**src/rtl/seq_display_pkg.sv**
```systemverilog
// seq_display_pkg: shared types and constants for the BCD seven-segment display driver
package seq_display_pkg;

    typedef enum logic [1:0] {
        IDLE,
        CONV,
        COMMIT
    } conv_state_t;

    localparam logic DIGIT_ONES = 1'b0;
    localparam logic DIGIT_TENS = 1'b1;

    localparam logic [6:0] SEG_BLANK = 7'h7F;
    localparam logic [6:0] SEG_0     = 7'h01;
    localparam logic [6:0] SEG_1     = 7'h4F;
    localparam logic [6:0] SEG_2     = 7'h12;
    localparam logic [6:0] SEG_3     = 7'h06;
    localparam logic [6:0] SEG_4     = 7'h4C;
    localparam logic [6:0] SEG_5     = 7'h24;
    localparam logic [6:0] SEG_6     = 7'h20;
    localparam logic [6:0] SEG_7     = 7'h0F;
    localparam logic [6:0] SEG_8     = 7'h00;
    localparam logic [6:0] SEG_9     = 7'h04;

    localparam int CONV_STEPS = 6;

    // Double-dabble correction: a nibble of 5 or more would overflow past 9 after doubling
    function automatic logic [3:0] add3(input logic [3:0] n);
        return (n >= 4'd5) ? n + 4'd3 : n;
    endfunction

endpackage

```
**src/rtl/bcd_to_seg7.sv**
```systemverilog
// bcd_to_seg7: BCD digit to active-low abcdefg segment pattern, non-digits dark
module bcd_to_seg7
    import seq_display_pkg::*;
(
    input  logic [3:0] i_bcd,
    output logic [6:0] o_seg
);

    // Lookup of the common-anode segment pattern for one digit
    always_comb begin
        o_seg = SEG_BLANK;
        case (i_bcd)
            4'd0:    o_seg = SEG_0;
            4'd1:    o_seg = SEG_1;
            4'd2:    o_seg = SEG_2;
            4'd3:    o_seg = SEG_3;
            4'd4:    o_seg = SEG_4;
            4'd5:    o_seg = SEG_5;
            4'd6:    o_seg = SEG_6;
            4'd7:    o_seg = SEG_7;
            4'd8:    o_seg = SEG_8;
            4'd9:    o_seg = SEG_9;
            default: o_seg = SEG_BLANK;
        endcase
    end

endmodule

```
**src/rtl/seq_display_driver.sv**
```systemverilog
// seq_display_driver: sequential binary-to-BCD conversion feeding a multiplexed two-digit display
module seq_display_driver
    import seq_display_pkg::*;
#(
    parameter int REFRESH_DIV = 1024
) (
    input  logic       clk,
    input  logic       reset,
    input  logic [5:0] value,
    input  logic       sample_en,
    input  logic       blank,
    output logic       busy,
    output logic [3:0] bcd_tens,
    output logic [3:0] bcd_ones,
    output logic [6:0] seg,
    output logic [1:0] an
);

    localparam logic [15:0] REFRESH_LAST = 16'(REFRESH_DIV - 1);
    localparam logic [2:0]  LAST_STEP    = 3'(CONV_STEPS - 1);

    conv_state_t r_state;
    logic        r_busy;
    logic [5:0]  r_shift;
    logic [7:0]  r_work;
    logic [2:0]  r_iter;
    logic [5:0]  r_cap;
    logic [5:0]  r_last;
    logic [3:0]  r_tens;
    logic [3:0]  r_ones;
    logic [15:0] r_refresh;
    logic        r_sel;
    logic [6:0]  r_seg;
    logic [1:0]  r_an;

    logic [7:0]  w_adj;
    logic [3:0]  w_digit;
    logic [6:0]  w_seg;

    assign w_adj   = {add3(r_work[7:4]), add3(r_work[3:0])};
    assign w_digit = (r_sel == DIGIT_TENS) ? r_tens : r_ones;

    bcd_to_seg7 u_dec (
        .i_bcd (w_digit),
        .o_seg (w_seg)
    );

    // Conversion FSM: capture a changed value, six add-3/shift steps, then commit the digits
    always_ff @(posedge clk or negedge reset) begin
        if (!reset) begin
            r_state <= IDLE;
            r_busy  <= 1'b0;
            r_shift <= '0;
            r_work  <= '0;
            r_iter  <= '0;
            r_cap   <= '0;
            r_last  <= '0;
            r_tens  <= '0;
            r_ones  <= '0;
        end else begin
            case (r_state)
                IDLE: begin
                    if (sample_en && value != r_last) begin
                        r_shift <= value;
                        r_cap   <= value;
                        r_work  <= '0;
                        r_iter  <= '0;
                        r_busy  <= 1'b1;
                        r_state <= CONV;
                    end
                end
                CONV: begin
                    {r_work, r_shift} <= {w_adj[6:0], r_shift, 1'b0};
                    r_iter            <= r_iter + 3'd1;
                    if (r_iter == LAST_STEP)
                        r_state <= COMMIT;
                end
                COMMIT: begin
                    r_tens  <= r_work[7:4];
                    r_ones  <= r_work[3:0];
                    r_last  <= r_cap;
                    r_busy  <= 1'b0;
                    r_state <= IDLE;
                end
                default: begin
                    r_state <= IDLE;
                    r_busy  <= 1'b0;
                end
            endcase
        end
    end

    // Free-running refresh timer alternating the lit digit every REFRESH_DIV cycles
    always_ff @(posedge clk or negedge reset) begin
        if (!reset) begin
            r_refresh <= '0;
            r_sel     <= DIGIT_ONES;
        end else if (r_refresh == REFRESH_LAST) begin
            r_refresh <= '0;
            r_sel     <= ~r_sel;
        end else begin
            r_refresh <= r_refresh + 16'd1;
        end
    end

    // Registered anode/segment drive with global blank and leading-zero suppression
    always_ff @(posedge clk or negedge reset) begin
        if (!reset) begin
            r_an  <= 2'b11;
            r_seg <= SEG_BLANK;
        end else if (blank || (r_sel == DIGIT_TENS && r_tens == 4'd0)) begin
            r_an  <= 2'b11;
            r_seg <= SEG_BLANK;
        end else begin
            r_an  <= (r_sel == DIGIT_TENS) ? 2'b01 : 2'b10;
            r_seg <= w_seg;
        end
    end

    assign busy     = r_busy;
    assign bcd_tens = r_tens;
    assign bcd_ones = r_ones;
    assign seg      = r_seg;
    assign an       = r_an;

endmodule

```
**config.mk**
```make
export PLATFORM = sky130hd
export DESIGN_NAME = seq_display_driver
export DESIGN_NICKNAME = d
export VERILOG_FILES = /design/src/rtl/seq_display_pkg.sv /design/src/rtl/bcd_to_seg7.sv /design/src/rtl/seq_display_driver.sv
export SDC_FILE = /design/constraint.sdc
export NUM_CORES = 1
export LEC_CHECK = 0
export CAP_MARGIN = 20
export CORE_MARGIN = 1.5
export CORE_UTILIZATION = 45
export CTS_BUF_LIST = sky130_fd_sc_hd__clkbuf_8
export DETAILED_ROUTE_END_ITERATION = 10
export GPL_ROUTABILITY_DRIVEN = 0
export PLACE_DENSITY = 0.63
export SETUP_SLACK_MARGIN = 0.02
export SLEW_MARGIN = 10
export SYNTH_ARGS = -nofsm -noshare
export SYNTH_HDL_FRONTEND = slang
export SYNTH_HIERARCHICAL = 1
export SYNTH_SLANG_ARGS = --single-unit
```
**constraint.sdc**
```tcl
create_clock -name clk -period 2.8 [get_ports clk]
set_input_delay 0.28 -clock clk [delete_from_list [all_inputs] [get_ports clk]]
set_output_delay 0.28 -clock clk [all_outputs]
set_load 0.03 [all_outputs]
```
==> metrics.cfg, run 1 <==
[status]
outcome = completed

[critical_path]
r2r_start = r_last[0]$_DFFE_PN0N_
endpoint_kind = flop
rrSetupSlack_ns = 0.91
critPathRequiredTime_ns = 3.01
rr_worst_depth = 4
worstPathArrival_ns = 2.16
crit_end = r_cap[3]$_DFFE_PN0P_
setup.worst_path.start_class = input port
r2r-end = r_cap[3]$_DFFE_PN0P_
worstPathMaxFanout = 15
path_class = in2reg
cp-startpoint = value[0]

[layout]
utilization = 0.553
diodes = 0
syn_to_final_growth_pct = 18.6
regArea_mm2 = 0.00166
design_area_mm2 = 0.00376
final_common_cell = dfrtp_1
multiInputGateArea_mm2 = 0.00140
nNetsFinal = 325
fillers = 620
layout.cells.most_common_list = dfrtp_1, clkdlybuf4s50_1, nand2_1, nor2_1, xnor2_1
drive_above_1_share = 0.175

[clock_network]
clk_pin_slew_ns = 0.08
htree_levels = 3
cts_buffer_depth = 2
cts-root-buf = clkbuf_8
clk_latency_ns = 0.33
hold_buffers = 0
cts_sinks = 66
post_cts_buffers = 0
cts_tree = yes
cts_buffers = 9
cts_resized = 0

[timing]
hold_viol = 0
finalMaxSlewViolations = 0
setup_viol_count_final = 0
worst_pin_slew_ns = 0.769
finalClockSkew_ns = 0.0128
max_freq_mhz = 514
rsz0062_at_grt = no
finalCritPeriodShare = 0.694
slew_headroom = 0.487
setup_tns_ns = 0
holdWs_ns = 0.0109
period_needed_ns = 1.94
setup_ws_ns = 0.856

[floorplan]
start_util = 0.466
chipWidth_um = 86.9
die-area_mm2 = 0.00755
die_y_um = 86.9
io_pins = 28
rows = 30
core_mm2 = 0.00679

[detailed_routing]
drtIter0Drc = 137
vias = 2033
drc = 0
post_drt_wl_per_cell_um = 13.4
ant_nets = 0
wirelength_mm = 5.42
first_pass_iters = 4
vias_per_cell = 5.03

[yosys]
ys_types = 40
synthCells = 273
synth_top_family_by_area = simple AND/OR/NAND/NOR gates
synth-simple-area-share = 0.134
yosysSeqAreaShare = 0.525
synth_edf_count = 0
yosysWarnings = 6
synth_fa_ha_area_frac = 0.0474
async_reset_ff_frac = 1.00
synth_compound_area_frac = 0.108
synth-xor-area-share = 0.0684
muxShareOfSynthArea = 0.0846
synthFlopType = dfrtp_1
netlist_area_mm2 = 0.00317
postSynthAreaPerCell_um2 = 11.6
synth-seq-cells = 66
syn-num-nets = 295

[min_path]
min_path_type = in2async

[placement]
io_buffers = 27
dpl_worst_slack_ns = 0.491
hpwl_mm = 3.83
placed_area_mm2 = 0.00351

[global_routing]
antenna_found_initial = 0
grt_usage = 0.161
grt_pass1_vias = 1984
grt.overflow.total = 0
grt_first_pass_wirelength_mm = 9.40
grt_max_degree = 35

[run]
maxCapViolCount = 0

[power]
power.density_mw_per_mm2 = 1040
leakage_nw = 1.64
vdd_drop_max_mv = 0.508

report_power, final:
group,internal (W),switching (W),leakage [nW]
combinational,0.000712,0.000727,0.705
sequential,0.00127,0.000224,0.815
clock,0.000591,0.000367,0.123
total,0.00258,0.00132,1.64
cell usage after synthesis, drive strengths merged, types with 3 or more instances:
library cell	n	share of area
nor3	3	0.0047
dfstp	9	0.075
nand2b	15	0.030
o22a	5	0.014
buf	6	0.015
clkbuf	4	0.0051
nor2	19	0.023
inv	10	0.012
o2bb2ai	3	0.0083
a22o	7	0.019
o221a	5	0.018
mux2	22	0.078
dfrtp	57	0.45
a21oi	8	0.014
nand2	20	0.024
nand3	5	0.0079
and4	3	0.0083
xor2	6	0.021
nand4	6	0.012
xnor2	17	0.047
ha	12	0.047
o21ai	14	0.022
cell type report:
type | count | share of cell area
clock buffer | 9 | 0.0330
clock inverter | 7 | 0.0313
inverter | 10 | 0.00999
multi-input combinational | 187 | 0.373
sequential | 66 | 0.443
tap | 96 | 0.0320
timing repair buffer | 29 | 0.0779
worst max-delay path, stage by stage:
cell	delay [ns]
clkdlybuf4s50_1	0.45
xnor2_1	0.24
nand4_1	0.17
o311ai_4	0.63
mux2_1	0.38
per-stage QoR:
step                std cells  total power [W]
finish                    404          0.00389
global route              404          0.00417
CTS                       404          0.00394
detailed placement        388          0.00297
global placement          388          0.00294
floorplan                 273          0.00257
layer usage:
metal,up-vias,global-route usage,routed length [um]
li1,1009,-,-
met1,980,0.214,2580
met2,39,0.258,2590
met3,5,0.0455,207
met4,0,0.0484,48
met5,-,0,0
cell families after synthesis:
| family | after synthesis |
|---|---|
| flip-flops | 66 |
| multiplexers | 24 |
| adder cells (fa/ha/maj) | 12 |
| AND/OR/NAND/NOR | 83 |
| XOR/XNOR | 23 |
| buffers and inverters | 20 |
| AO/OA/AOI/OAI | 45 |
sequential cells by signal (all words and copies together), names as in the netlist:
register,flops
r_sel,1
r_cap,6
r_state,2
bcd_ones,4
bcd_tens,4
r_shift,6
an,2
r_last,6
seg,7
r_work,8
r_refresh,16
r_iter,3
busy,1
worst min-delay path by stage:
stage,end,slack (ns),depth (start not counted)
2_1_floorplan,bcd_ones[0]$_DFFE_PN0N_,-0.02,0
3_3_place_gp,bcd_ones[2]$_DFFE_PN0N_,0.40,1
3_5_place_dp,r_sel$_DFFE_PN0N_,0.40,1
4_1_cts,r_refresh[15]$_DFF_PN0_,0.04,1
5_1_grt,r_refresh[15]$_DFF_PN0_,0.06,1
6_report,r_refresh[15]$_DFF_PN0_,0.01,1
(Power assumes the default switching activity.)
==> run 2, diff against run 1 <==
==> constraint.sdc (replaced) <==
create_clock -name clk -period 2 [get_ports clk]
set_input_delay 0.2 -clock clk [delete_from_list [all_inputs] [get_ports clk]]
set_output_delay 0.2 -clock clk [all_outputs]
set_load 0.03 [all_outputs]
==> run 2 against run 1 <==
Against the previous run:
- flip-flop and latch count is the same
- first-iteration DRC count fell by 38%
- die area is the same
- global-route usage grew 0.80 points
- clock-buffer cell count is the same
- design area is 2.3% higher
- critical path depth unchanged
- worst setup slack got worse by 0.63 ns
- critical path type is now reg2reg
==> metrics.cfg, run 2 (synthesis gave the netlist of run 1 again) <==
[timing]
period_needed_ns = 1.77
rsz0062_at_grt = no
worst_pin_slew_ns = 0.611
finalClockSkew_ns = 0.00950
finalCritPeriodShare = 0.887
setup_tns_ns = 0
finalMaxSlewViolations = 0
max_freq_mhz = 563
hold_viol = 0
holdWs_ns = 0.413
slew_headroom = 0.593
setup_viol_count_final = 0

[floorplan]
rows = 30
die-area_mm2 = 0.00755
start_util = 0.466
chipWidth_um = 86.9
core_mm2 = 0.00679
io_pins = 28
die_y_um = 86.9

[critical_path]
path_delay_family = flip-flops
worst-path-buf-inv = 1
r2r_start = r_last[5]$_DFFE_PN0N_
path_cells = xnor2_1 > nand4_1 > o311ai_4 > buf_4 > mux2_1
r2r-end = r_cap[2]$_DFFE_PN0P_
worstPathArrival_ns = 1.99
setup.worst_path.start_class = flop
crit_slowest_cell = dfrtp_1
crit_cells = 5
endpoint_kind = flop
max_stage_delay_ns = 0.39
rr_worst_depth = 5
path_class = reg2reg
rrSetupSlack_ns = 0.23
worstPathMaxFanout = 6
crit_end = r_cap[2]$_DFFE_PN0P_
cp-startpoint = r_last[5]$_DFFE_PN0N_
critPathRequiredTime_ns = 2.22

[detailed_routing]
drtIter0Drc = 85
vias = 2092
first_pass_iters = 4
ant_nets = 0
vias_per_cell = 5.04
wirelength_mm = 5.59
post_drt_wl_per_cell_um = 13.5
drc = 0

[layout]
regMostFlops = r_refresh
drive_above_1_share = 0.201
diodes = 0
design_area_mm2 = 0.00384
syn_to_final_growth_pct = 21.3
layout.cells.most_common_list = dfrtp_1, clkdlybuf4s50_1, nand2_1, nor2_1, xnor2_1
nNetsFinal = 336
largest_reg_flops = 16
final_common_cell = dfrtp_1

[clock_network]
cts_tree = yes
cts_resized = 0
cts_buffer_depth = 2
clk_latency_ns = 0.34
cts-root-buf = clkbuf_8
clk_pin_slew_ns = 0.07
cts_sinks = 66
cts_buffers = 9
htree_levels = 3

[global_routing]
grt_first_pass_wirelength_mm = 9.86
grt_pass1_vias = 2105
grt.overflow.total = 0
grt_usage = 0.169
grt_max_degree = 33
antenna_found_initial = 0

[power]
leakage_nw = 1.69
vdd_drop_max_mv = 0.645
finalPower_w = 0.00549
power.density_mw_per_mm2 = 1430

[min_path]
min_path_type = in2async

[status]
outcome = completed

[placement]
io_buffers = 27
hpwl_mm = 4.03
placed_area_mm2 = 0.00359

[run]
maxCapViolCount = 0

## run 2: layout make-up
| cell class | count | area [um^2] |
|---|---|---|
| Tap cell | 96 | 120 |
| Clock buffer | 9 | 124 |
| Sequential cell | 66 | 1660 |
| Timing Repair Buffer | 40 | 378 |
| Fill cell | 565 | 2950 |
| Clock inverter | 7 | 118 |
| Multi-Input combinational cell | 187 | 1400 |
| Inverter | 10 | 37.5 |
## run 2: per-layer routing
layer / up-vias / part of all wire / GRT usage
met5: - / 0 / 0
met4: 0 / 0.033 / 0.0997
met3: 16 / 0.028 / 0.0294
met2: 45 / 0.45 / 0.258
met1: 1001 / 0.49 / 0.227
li1: 1030 / - / -
## run 2: worst min path at each step
stage / start / to / slack, ns / cells past startpoint
6_report: reset / bcd_tens[3]$_DFFE_PN0N_ / 0.41 / 2
5_1_grt: reset / bcd_tens[3]$_DFFE_PN0N_ / 0.49 / 2
4_1_cts: reset / r_work[1]$_DFFE_PN0P_ / 0.43 / 2
3_5_place_dp: reset / bcd_tens[3]$_DFFE_PN0N_ / 0.24 / 1
3_3_place_gp: reset / bcd_tens[3]$_DFFE_PN0N_ / 0.24 / 1
2_1_floorplan: reset / bcd_ones[0]$_DFFE_PN0N_ / -0.1 / 0
## run 2: worst reg2reg max path, stage by stage, from the launching register on
cell	delay [ns]
dfrtp_1	0.39
xnor2_1	0.29
nand4_1	0.19
o311ai_4	0.27
buf_4	0.20
mux2_1	0.33
## run 2: timing repair
action | CTS | global route
hold buffers | 1 | 0
setup buffers | 0 | 0
hold endpoints to repair | 23 | 0
## run 2: metrics by stage
| stage | std cells | utilization | setup WS (ns) |
|---|---|---|---|
| final | 415 | 0.565 | 0.225 |
| after floorplan | 273 | - | 0.244 |
| after global placement | 398 | 0.528 | -0.0227 |
| after detailed placement | 398 | 0.528 | -0.0320 |
| after CTS | 415 | 0.565 | 0.243 |
| after global routing | 415 | 0.565 | 0.196 |
## run 2: power by group
group | total [W] | switching (W) | internal, W
Sequential | 0.00209 | 0.000309 | 0.00178
Combinational | 0.00206 | 0.00103 | 0.00103
Clock | 0.00134 | 0.000511 | 0.000827
Total | 0.00549 | 0.00185 | 0.00364
